### config.mk
export PLATFORM = sky130hd
export DESIGN_NAME = dac_i2s_transmitter
export DESIGN_NICKNAME = d
export VERILOG_FILES = /design/src/rtl/dac_i2s_transmitter.sv
export SDC_FILE = /design/constraint.sdc
export NUM_CORES = 1
export LEC_CHECK = 0
export ABC_AREA = 1
export BUFFER_PORTS_ARGS = -buffer_cell sky130_fd_sc_hd__buf_4
export CAP_MARGIN = 10
export CORE_UTILIZATION = 58
export CTS_CLUSTER_DIAMETER = 50
export DETAILED_ROUTE_END_ITERATION = 12
export PLACE_DENSITY = 0.84
export SYNTH_ARGS = -nofsm -noshare
export SYNTH_HDL_FRONTEND = slang
export SYNTH_SLANG_ARGS = --single-unit
### constraint.sdc
create_clock -name clock -period 3.6 [get_ports clock]
set_clock_uncertainty 0.05 [all_clocks]
set_input_delay 0.54 -clock clock [delete_from_list [all_inputs] [get_ports clock]]
set_output_delay 0.54 -clock clock [all_outputs]
set_load 0.02 [all_outputs]
### src/rtl/dac_i2s_transmitter.sv
// I2S transmitter for a stereo DAC: 2-entry {L,R} FIFO feeding a Philips I2S serializer.
// Optional build macro DAC_TX_UNDERRUN_REPEAT_EN repeats the last pair on underrun.
module dac_i2s_transmitter #(
  parameter int BCLK_HALF = 1
) (
  input  logic        clock,
  input  logic        reset,
  input  logic        audio_valid,
  input  logic [15:0] dac_in_l,
  input  logic [15:0] dac_in_r,
  output logic        i2s_bclk,
  output logic        i2s_lrclk,
  output logic        i2s_sdata,
  output logic [1:0]  fifo_level,
  output logic        underrun,
  output logic        overrun
);

  localparam int CW = (BCLK_HALF > 1) ? $clog2(BCLK_HALF) : 1;
  localparam logic [CW-1:0] HMAX = CW'(BCLK_HALF - 1);

  logic [CW-1:0] half_cnt;
  logic [4:0]    b;
  logic [4:0]    nb;
  logic [31:0]   sh;
  logic          r0;
  logic [31:0]   mem [2];
  logic          wp;
  logic          rp;
  logic          tick;
  logic          fall;
  logic          fs;
  logic          pop;
  logic          push;
  logic [31:0]   head;
  logic [31:0]   fallback;
  logic [31:0]   next_pair;

  assign tick      = (half_cnt == HMAX);
  assign fall      = tick && i2s_bclk;
  assign fs        = fall && (b == 5'd31);
  assign pop       = fs && (fifo_level != 2'd0);
  assign push      = audio_valid && ((fifo_level != 2'd2) || pop);
  assign head      = mem[rp];
  assign nb        = b + 5'd1;
  assign next_pair = pop ? head : fallback;

`ifdef DAC_TX_UNDERRUN_REPEAT_EN
  logic [31:0] last;

  always_ff @(posedge clock) begin
    if (reset) begin
      last <= '0;
    end else if (pop) begin
      last <= head;
    end
  end

  assign fallback = last;
`else
  assign fallback = '0;
`endif

  // Storage needs no reset: pointers and level define what is valid.
  always_ff @(posedge clock) begin
    if (push) begin
      mem[wp] <= {dac_in_l, dac_in_r};
    end
  end

  always_ff @(posedge clock) begin
    if (reset) begin
      half_cnt   <= '0;
      i2s_bclk   <= 1'b0;
      i2s_lrclk  <= 1'b0;
      i2s_sdata  <= 1'b0;
      b          <= 5'd31;
      sh         <= '0;
      r0         <= 1'b0;
      wp         <= 1'b0;
      rp         <= 1'b0;
      fifo_level <= 2'd0;
      underrun   <= 1'b0;
      overrun    <= 1'b0;
    end else begin
      half_cnt <= tick ? '0 : half_cnt + CW'(1);
      underrun <= fs && !pop;
      overrun  <= audio_valid && !push;
      if (tick) begin
        i2s_bclk <= ~i2s_bclk;
      end
      if (fall) begin
        b         <= nb;
        i2s_lrclk <= nb[4];
        // Slot 0 carries the previous frame's R[0] (one-bit delay).
        if (fs) begin
          i2s_sdata <= r0;
          sh        <= next_pair;
          r0        <= next_pair[0];
        end else begin
          i2s_sdata <= sh[31];
          sh        <= {sh[30:0], 1'b0};
        end
      end
      if (push) begin
        wp <= ~wp;
      end
      if (pop) begin
        rp <= ~rp;
      end
      fifo_level <= fifo_level + {1'b0, push} - {1'b0, pop};
    end
  end

endmodule

==> flow_metrics.env, run 1 <==
export IMPL_die_area_um2=7900
export IMPL_yosys_area_top_type_share=0.4390
export IMPL_wire_per_inst_um=13.86
export IMPL_cts_max_path_buffers=2
export IMPL_ir_drop_mv=0.4760
export IMPL_via_per_inst=5.291
export IMPL_postCtsResizedCells=0
export IMPL_share_seq_of_total_power=0.448
export IMPL_root_buffer="clkbuf_8"
export IMPL_grt_max_degree=42
export IMPL_yosysSeqAreaShare=0.6630
export IMPL_synth_top_cells_by_area="edfxtp_1, dfxtp_1, a21oi_1, o21ai_0, nand2_1"
export IMPL_p_sw_uw=801.9
export IMPL_core_um2=7292
export IMPL_tightest_slew_ns=1.032
export IMPL_syn_num_nets=471
export IMPL_slew_violations=0
export IMPL_hp_class="in2reg"
export IMPL_num_io_pins=42
export IMPL_synth_top_area_cell="edfxtp_1"
export IMPL_setup_viol=0
export IMPL_drive_gt1_frac=0.1697
export IMPL_drc_errors=0
export IMPL_crit_path_start_kind="flip-flop"
export IMPL_p_leak_uw=0.002126
export IMPL_portBuffers=41
export IMPL_syn_inst=433
export IMPL_rows=31
export IMPL_cts_hold_repair_buffers=0
export IMPL_clk_pin_slew_ns=0.06
export IMPL_htreeDepth=4
export IMPL_antenna_cells=0
export IMPL_yosysWarningCount=0
export IMPL_drt_total_wl_um=8152
export IMPL_antenna_found_initial=0
export IMPL_internal_power_uw=2545
export IMPL_grt_pass1_vias=2997
export IMPL_end_kind="flip-flop"
export IMPL_die_w_um=88.88
export IMPL_fmax_ghz=0.4209
export IMPL_post_place_ws_ns=1.310
export IMPL_worst_endpoint_required_ns=3.71
export IMPL_vias=3111
export IMPL_p_clk_frac=0.474
export IMPL_grt_overflow=0
export IMPL_drv_cap=0
export IMPL_status="finished clean"
export IMPL_crit_fanout=32
export IMPL_place_congestion=0.7534
export IMPL_switching_share=0.2396
export IMPL_grtUsageTotal=0.2273
export IMPL_slowest_stage="buf_4"
export IMPL_ys_types=23
export IMPL_fin_setup_tns_ns=0
export IMPL_clk_insertion_delay_late_ns=0.51
export IMPL_fin_crit_sh=0.6599
export IMPL_initial_core_util=0.6004
export IMPL_area_growth_pct=21.78
export IMPL_hold_viol=0
export IMPL_post_route_worst_setup_slack_ns=1.224
export IMPL_synth_seq_cells=113
export IMPL_fillers=523
export IMPL_cp_arrival_ns=2.48
export IMPL_antenna_left=0
export IMPL_cpPeakStageDelay_ns=0.40
export IMPL_period_minus_slack_ns=2.376
export IMPL_post_cts_buffers=0
export IMPL_synthesis_area_um2=4378
export IMPL_syn_avg_cell_area_um2=10.11
export IMPL_grt_pass1_wl_um=13000
export IMPL_crit_type="reg2reg"
export IMPL_clkSinkCount=113
export IMPL_dp_hpwl_um=4501
export IMPL_combPwrFrac=0.078
export IMPL_detail_route_first_pass_iterations=6
export IMPL_pwr_density_cell_nw_per_um2=627.7
export IMPL_die_height_um=88.88
export IMPL_nets=514
export IMPL_drt_iter0_drc=213
export IMPL_worst_path_buf_inv=2
export IMPL_rsz0062_at_grt="false"
export IMPL_path_cells="ha_1 > inv_1 > nor3_1 > ha_1 > nand3_2 > nand2_1 > nand2_1 > nor2_2 > buf_4"
export IMPL_crit_family="simple AND/OR/NAND/NOR gates"
export IMPL_cts_buffers=17
export IMPL_slew_headroom=0.3111
export IMPL_cts_tree="yes"
[logic make-up (layout without fill, tap and decap cells)]
kind of cell,Yosys count,count (layout),synth area share
simple gates,111,111,0.1029
compound gates,135,135,0.1546
fa+ha+maj,3,3,0.008575
xor+xnor,1,1,0.002001
buf+inv,69,125,0.06802
flops,113,113,0.6630
other cells,1,1,0.0008566
[power groups by stage]
stage | Combinational (µW) | Sequential (µW) | Clock (µW)
finish | 260 | 1500 | 1590
floorplan | 160 | 1520 | 0
CTS | 256 | 1500 | 1610
global route | 292 | 1510 | 1670
detailed placement | 251 | 1520 | 0
global placement | 243 | 1520 | 0
[synthesized netlist by cell type]
cell type / count
nand3_1: 8
nor2_4: 1
buf_6: 3
a21oi_1: 67
clkbuf_2: 1
clkbuf_1: 10
nor2_1: 12
buf_2: 9
buf_4: 1
ha_1: 3
nor3_1: 2
xnor2_1: 1
a31oi_1: 1
conb_1: 1
nor4_1: 1
nand2_1: 84
inv_1: 45
nand4_1: 1
o21ai_0: 67
nand3_2: 1
nor2_2: 1
dfxtp_1: 49
edfxtp_1: 64
[metrics by stage]
stage	cells	util	total power, µW	hold WS [ns]	area (µm²)
global placement	554	0.6474	1764	0.3876	4721
finish	588	0.7311	3347	0.1544	5331
detailed placement	554	0.6474	1776	0.4076	4721
CTS	586	0.7258	3363	0.1361	5293
floorplan	433	-	1685	0.3789	4378
global route	588	0.7311	3471	0.1358	5331
[metal layers]
metal,up-vias,track usage,share of wire
li1,1552,-,-
met1,1458,0.2651,0.42
met2,95,0.3811,0.52
met3,6,0.06343,0.057
met4,0,0.1246,0.0080
met5,-,0,0
[cell usage in the layout (no fill, tap or decap)]
| cell | count |
|---|---|
| nand2_1 | 84 |
| o21ai_0 | 67 |
| a21oi_1 | 67 |
| edfxtp_1 | 64 |
| dfxtp_1 | 49 |
| buf_4 | 46 |
| inv_1 | 45 |
| clkbuf_16 | 16 |
| nor2_1 | 11 |
| nand3_1 | 8 |
| inv_6 | 5 |
| ha_1 | 3 |
| clkinvlp_4 | 3 |
| nor3_1 | 2 |
| nor2_2 | 2 |
| bufinv_16 | 2 |
| clkinv_4 | 2 |
| clkinv_2 | 2 |
| nand3_2 | 1 |
| nor2_4 | 1 |
| a31oi_1 | 1 |
| nor4_1 | 1 |
| nand4_1 | 1 |
| xnor2_1 | 1 |
| clkbuf_8 | 1 |
| clkbuf_1 | 1 |
| conb_1 | 1 |
| buf_6 | 1 |
| buf_16 | 1 |
[worst reg2reg max path, stage by stage (launching register included)]
cell,delay (ns)
dfxtp_1,0.38
ha_1,0.20
inv_1,0.06
nor3_1,0.19
ha_1,0.25
nand3_2,0.14
nand2_1,0.15
nand2_1,0.11
nor2_2,0.09
buf_4,0.40
[registers in the layout (all words and copies together) (netlist names), 2 cells and up, named ones only]
name and cells:
b 5, fifo_level 2, mem 64, sh 32
[final cells by class]
cell class                 count  area, µm²  share of cell area
sequential                   113       2903              0.5445
multi-input combinational    251       1180              0.2213
clock buffer                  18      417.9             0.07839
timing repair buffer          48      384.1             0.07205
inverter                      45      168.9             0.03168
clock inverter                14      153.9             0.02887
tap                           99      123.9             0.02323
[final timing paths]
check | slack, ns | from | cells after the start | end
max reg2reg | 1.22 | b[1]$_SDFFE_PP1P_ | 9 | mem[0][16]$_DFFE_PP_
max | 1.22 | b[1]$_SDFFE_PP1P_ | 9 | mem[0][16]$_DFFE_PP_
min | 0.15 | dac_in_l[8] | 1 | mem[1][24]$_DFFE_PP_
min reg2reg | 0.42 | b[3]$_SDFFE_PP1P_ | 2 | b[3]$_SDFFE_PP1P_
(Power assumes the default switching activity.)
==> inputs of run 2 (changes only) <==
Clock period 3.6 ns to 2.2 ns, I/O delays scaled along.
==> run 2 against run 1 <==
Against the previous run:
- setup slack lost 1.2 ns
- combinational power rose by 110%
- register-to-register slack worse by 1.2 ns
- maximum frequency rose by 11%
- sequential share of layout area down 4.4 points
- final area rose by 9.1%
- clock power rose by 64%
- die area unchanged
- critical path type unchanged
- critical endpoint is now fifo_level[1]$_SDFF_PP0_
- largest cell class unchanged
==> flow_metrics.env, run 2 (synthesized netlist as in run 1, its figures left out) <==
export IMPL_status="finished clean"
export IMPL_pwr_density_cell_nw_per_um2=968.0
export IMPL_drv_cap=0
export IMPL_cts_max_path_buffers=2
export IMPL_antenna_cells=0
export IMPL_vias=3388
export IMPL_multi_input_area_um2=1237
export IMPL_end_kind="flip-flop"
export IMPL_clk_pin_slew_ns=0.05
export IMPL_htreeDepth=4
export IMPL_hp_class="in2reg"
export IMPL_fin_cells=628
export IMPL_fmax_ghz=0.4692
export IMPL_drt_iter0_drc=274
export IMPL_timing_rr_end="fifo_level[1]$_SDFF_PP0_"
export IMPL_cp_arrival_ns=2.48
export IMPL_cts_buffers=17
export IMPL_worst_endpoint_required_ns=2.55
export IMPL_slew_violations=0
export IMPL_via_per_inst=5.395
export IMPL_post_route_worst_setup_slack_ns=0.06863
export IMPL_detail_route_first_pass_iterations=5
export IMPL_path_cells="ha_4 > inv_2 > nor3_2 > ha_2 > nand3_4 > nand2_4 > nand2_4 > xnor2_2 > ha_2 > nand2_1 > nand2_1 > nand3_1 > nand2_1 > nor2_1"
export IMPL_cpPeakStageDelay_ns=0.37
export IMPL_post_place_ws_ns=-0.02640
export IMPL_drt_total_wl_um=9586
export IMPL_place_congestion=0.7414
export IMPL_crit_top_cell="nand2_1"
export IMPL_grtUsageTotal=0.2666
export IMPL_r2r_worst_path_cells=14
export IMPL_worstReg2RegStart="b[1]$_SDFFE_PP1P_"
export IMPL_die_w_um=88.88
export IMPL_drc_errors=0
export IMPL_grt_overflow=0
export IMPL_root_buffer="clkbuf_8"
export IMPL_dp_hpwl_um=4853
export IMPL_place_area_um2=4860
export IMPL_hold_end="overrun$_SDFF_PP0_"
export IMPL_top_register="mem"
export IMPL_nets=554
export IMPL_p_leak_uw=0.002298
export IMPL_setup_viol=0
export IMPL_cts_tree="yes"
export IMPL_period_minus_slack_ns=2.131
export IMPL_grt_pass1_wl_um=15240
export IMPL_final_common_cell="nand2_1"
export IMPL_clk_insertion_delay_late_ns=0.51
export IMPL_core_um2=7292
export IMPL_largest_reg_flops=64
export IMPL_num_io_pins=42
export IMPL_drive_gt1_frac=0.1796
export IMPL_dp_cells=561
export IMPL_portBuffers=41
export IMPL_crit_fanout=4
export IMPL_finalCoreUtilization=0.7975
export IMPL_crit_path_start_kind="flip-flop"
export IMPL_design_area_um2=5816
export IMPL_top_regs="mem: 64 flops, sh: 32 flops, b: 5 flops"
export IMPL_min_delay_start="audio_valid"
export IMPL_fin_crit_sh=0.9688
export IMPL_hold_ws_ns=0.1197
export IMPL_layout_common_cells="nand2_1, o21ai_0, a21oi_1, edfxtp_1, buf_4"
export IMPL_die_height_um=88.88
export IMPL_antenna_left=0
export IMPL_fillers=424
export IMPL_ff_latch_area_um2=2912
export IMPL_die_area_um2=7900
export IMPL_grt_pass1_vias=3357
export IMPL_ir_drop_mv=0.6144
export IMPL_slowest_stage="dfxtp_4"
export IMPL_initial_core_util=0.6004
export IMPL_reg2reg_setup_slack_ns=0.07
export IMPL_grt_max_degree=53
export IMPL_area_growth_pct=32.84
export IMPL_crit_type="reg2reg"
export IMPL_hold_viol=0
export IMPL_min_path_cells=3
export IMPL_rows=31
export IMPL_wire_per_inst_um=15.26
export IMPL_clkSinkCount=113
export IMPL_antenna_found_initial=0
[run 2: cell types whose count changed in the layout (fill, tap and decap cells not counted), sizes merged]
| cell | previous run | this run |
|---|---|---|
| buf | 48 | 55 |
| bufinv | 2 | 3 |
| clkbuf | 18 | 25 |
| clkinv | 4 | 3 |
| clkinvlp | 3 | 2 |
| dlygate4sd3 | 0 | 33 |
| inv | 50 | 44 |
[run 2: timing repair]
action	CTS	global route
setup endpoints to repair	65	3
endpoints found under the hold margin	70	0
hold buffers	33	0
pin swaps	1	6
gates resized for setup	5	9
buffers inserted	0	2
[run 2: how the worst max path moves through the flow]
stage | depth (start not counted) | to | slack, ns | startpoint
CTS | 15 | fifo_level[1]$_SDFF_PP0_ | 0.004 | b[1]$_SDFFE_PP1P_
floorplan | 8 | mem[0][0]$_DFFE_PP_ | 0.01 | b[1]$_SDFFE_PP1P_
global route | 14 | fifo_level[1]$_SDFF_PP0_ | -0.03 | b[1]$_SDFFE_PP1P_
detailed placement | 15 | fifo_level[1]$_SDFF_PP0_ | -0.03 | b[1]$_SDFFE_PP1P_
finish | 14 | fifo_level[1]$_SDFF_PP0_ | 0.07 | b[1]$_SDFFE_PP1P_
global placement | 15 | fifo_level[1]$_SDFF_PP0_ | 0.10 | b[1]$_SDFFE_PP1P_
[run 2: routing by layer]
layer,vias to the layer above,GRT usage,routed length [µm],part of all wire
met3,28,0.08489,495,0.052
met2,129,0.4510,5084,0.53
li1,1637,-,-,-
met4,0,0.1290,271,0.028
met5,-,0,0,0
met1,1594,0.3072,3734,0.39
[run 2: per-stage QoR]
step | TNS [ns] | total power, µW
2_1_floorplan | 0 | 2765
5_1_grt | -0.02923 | 5805
3_3_place_gp | 0 | 2940
4_1_cts | 0 | 5614
6_report | 0 | 5630
3_5_place_dp | -0.02640 | 2962
[run 2: cell type report]
cell class              count  area share
flip-flops and latches    113      0.5006
multi-input cells         251      0.2128
repair buffers             88      0.1386
clock buffers              25     0.07810
inverters                  45     0.02969
well taps                  99     0.02130
clock inverters             7     0.01893
[run 2: power by group]
part / leakage, µW / internal, µW / switching [µW]
Clock: 0.000269 / 1740 / 871
Combinational: 0.00103 / 233 / 319
Sequential: 0.00100 / 2400 / 67.8
[run 2: critical path, delay by kind of cell (launching register included)]
kind | cells | cell delay [ns]
AND/OR/NAND/NOR | 9 | 0.83
adder cells (fa/ha/maj) | 3 | 0.61
flip-flops | 1 | 0.37
XOR/XNOR | 1 | 0.13
buffers and inverters | 1 | 0.04
==> inputs of run 3 (changes only) <==
Settings changed: ABC_CLOCK_PERIOD_IN_PS set to 2200, REMOVE_ABC_BUFFERS set to 1.
==> run 3 against run 2 <==
Against the previous run:
- core utilization unchanged
- clock power increased by 5%
- die area unchanged
- via count increased by 0.12%
==> flow_metrics.env, run 3 (synthesized netlist as in run 1, its figures left out) <==
export IMPL_rows=31
export IMPL_clk_pin_slew_ns=0.06
export IMPL_grtUsageTotal=0.2565
export IMPL_slew_headroom=0.5538
export IMPL_setup_viol=0
export IMPL_cts_tree="yes"
export IMPL_crit_fanout=4
export IMPL_clk_insertion_delay_late_ns=0.53
export IMPL_worst_endpoint_required_ns=2.61
export IMPL_portBuffers=41
export IMPL_period_minus_slack_ns=2.189
export IMPL_hp_class="in2reg"
export IMPL_wire_per_inst_um=15.15
export IMPL_antenna_left=0
export IMPL_hold_viol=0
export IMPL_fillers=418
export IMPL_fmax_ghz=0.4568
export IMPL_drv_cap=0
export IMPL_fin_crit_sh=0.9951
export IMPL_pwr_density_cell_nw_per_um2=992.4
export IMPL_grt_pass1_vias=3143
export IMPL_num_io_pins=42
export IMPL_largest_reg_flops=64
export IMPL_p_leak_uw=0.002320
export IMPL_ir_drop_mv=0.6793
export IMPL_antenna_found_initial=0
export IMPL_clkSinkCount=113
export IMPL_drive_gt1_frac=0.1898
export IMPL_timing_rr_end="fifo_level[1]$_SDFF_PP0_"
export IMPL_dp_cells=561
export IMPL_drt_total_wl_um=9560
export IMPL_worstReg2RegStart="b[1]$_SDFFE_PP1P_"
export IMPL_htreeDepth=4
export IMPL_switching_share=0.2283
export IMPL_p_sw_uw=1318
export IMPL_die_height_um=88.88
export IMPL_area_growth_pct=32.84
export IMPL_layout_common_cells="nand2_1, o21ai_0, a21oi_1, edfxtp_1, buf_4"
export IMPL_min_delay_start="audio_valid"
export IMPL_detail_route_first_pass_iterations=5
export IMPL_cts_buffers=17
export IMPL_top_register="mem"
export IMPL_core_um2=7292
export IMPL_cpPeakStageDelay_ns=0.35
export IMPL_status="finished clean"
export IMPL_fin_setup_tns_ns=0
export IMPL_tightest_slew_ns=0.6677
export IMPL_internal_power_uw=4454
export IMPL_vias=3392
export IMPL_initial_core_util=0.6004
export IMPL_final_common_cell="nand2_1"
export IMPL_cts_max_path_buffers=2
export IMPL_antenna_cells=0
export IMPL_die_area_um2=7900
export IMPL_path_cells="ha_2 > inv_1 > nor3_2 > ha_2 > nand3_4 > nand2_4 > nand2_2 > xnor2_2 > ha_2 > inv_1 > nand2_1 > nand2_1 > nand3_1 > nand2_1 > nor2_1"
export IMPL_min_path_cells=3
export IMPL_die_w_um=88.88
export IMPL_r2r_worst_path_cells=15
export IMPL_reg2reg_setup_slack_ns=0.01
export IMPL_p_clk_frac=0.477
export IMPL_drc_errors=0
export IMPL_dp_hpwl_um=4842
export IMPL_slew_violations=0
export IMPL_slowest_stage="dfxtp_2"
export IMPL_cp_arrival_ns=2.60
export IMPL_top_regs="mem: 64 flops, sh: 32 flops, b: 5 flops"
export IMPL_grt_pass1_wl_um=14510
export IMPL_share_seq_of_total_power=0.428
export IMPL_drt_iter0_drc=298
export IMPL_combPwrFrac=0.095
export IMPL_place_congestion=0.8805
export IMPL_grt_overflow=0
export IMPL_crit_type="reg2reg"
export IMPL_hold_end="wp$_SDFFE_PP0P_"
export IMPL_end_kind="flip-flop"
export IMPL_nets=557
export IMPL_grt_max_degree=43
export IMPL_root_buffer="clkbuf_8"
export IMPL_via_per_inst=5.376
export IMPL_crit_path_start_kind="flip-flop"
export IMPL_fin_cells=631
[run 3: cell types whose count changed in the layout (fill, tap and decap cells not counted), sizes merged]
cell      delta
bufinv       +1
buf          +3
clkbuf       -5
clkinv       +2
clkinvlp     +2
[run 3: final cells by class]
class	count	area (µm²)	area share
Sequential cell	113	2907	0.4998
Clock buffer	20	425.4	0.07315
Clock inverter	12	166.4	0.02861
Timing Repair Buffer	91	803.3	0.1381
Inverter	45	172.7	0.02969
Multi-Input combinational cell	251	1217	0.2093
Tap cell	99	123.9	0.02130
[run 3: stage by stage]
step           worst slack, ns  area (µm²)    util  hold WS (ns)  total power [µW]
2_1_floorplan          -0.8754        4249       -        0.3491              2735
3_3_place_gp            0.1080        4812  0.6599        0.3917              2919
3_5_place_dp          -0.01944        4812  0.6599        0.4185              2945
4_1_cts                0.04492        5761  0.7900       0.07790              5732
5_1_grt                -0.1398        5816  0.7975       0.08765              5938
6_report               0.01088        5816  0.7975       0.08180              5771
[run 3: power groups by stage]
| stage | combinational, µW | sequential [µW] | clock, µW |
|---|---|---|---|
| after detailed placement | 443 | 2500 | 0 |
| after global placement | 425 | 2490 | 0 |
| final | 550 | 2470 | 2750 |
| after CTS | 514 | 2460 | 2750 |
| after global routing | 606 | 2480 | 2850 |
| after floorplan | 233 | 2500 | 0 |
[run 3: routing by layer]
metal	vias to the layer above	global-route usage	routed length, µm
met1	1570	0.2940	3730
met4	0	0.1158	242
met3	34	0.07463	585
li1	1640	-	-
met5	-	0	0
met2	148	0.4455	5001
[run 3: worst max-delay path: cells and delay by family (launching register included)]
family | cells | cell delay (ns)
adders and majority gates | 3 | 0.63
buffers and inverters | 2 | 0.10
and+or+nand+nor | 9 | 0.84
DFF | 1 | 0.35
xor gates and xnor gates | 1 | 0.15
[run 3: repair_timing]
| item | 4_1_cts | 5_1_grt |
|---|---|---|
| buffers inserted | 1 | 4 |
| hold endpoints to repair | 69 | 0 |
| endpoints found under the setup margin | 1 | 4 |
| hold buffers | 33 | 0 |
| gates resized for setup | 5 | 7 |
| pin swaps | 1 | 1 |
[run 3: worst max path at each step]
stage	startpoint	endpoint	cells past startpoint
after floorplan	b[1]$_SDFFE_PP1P_	mem[0][0]$_DFFE_PP_	8
after global placement	b[1]$_SDFFE_PP1P_	fifo_level[1]$_SDFF_PP0_	15
after detailed placement	b[1]$_SDFFE_PP1P_	fifo_level[1]$_SDFF_PP0_	15
after CTS	b[0]$_SDFFE_PP1P_	fifo_level[1]$_SDFF_PP0_	15
after global routing	b[1]$_SDFFE_PP1P_	fifo_level[1]$_SDFF_PP0_	15
final	b[1]$_SDFFE_PP1P_	fifo_level[1]$_SDFF_PP0_	15
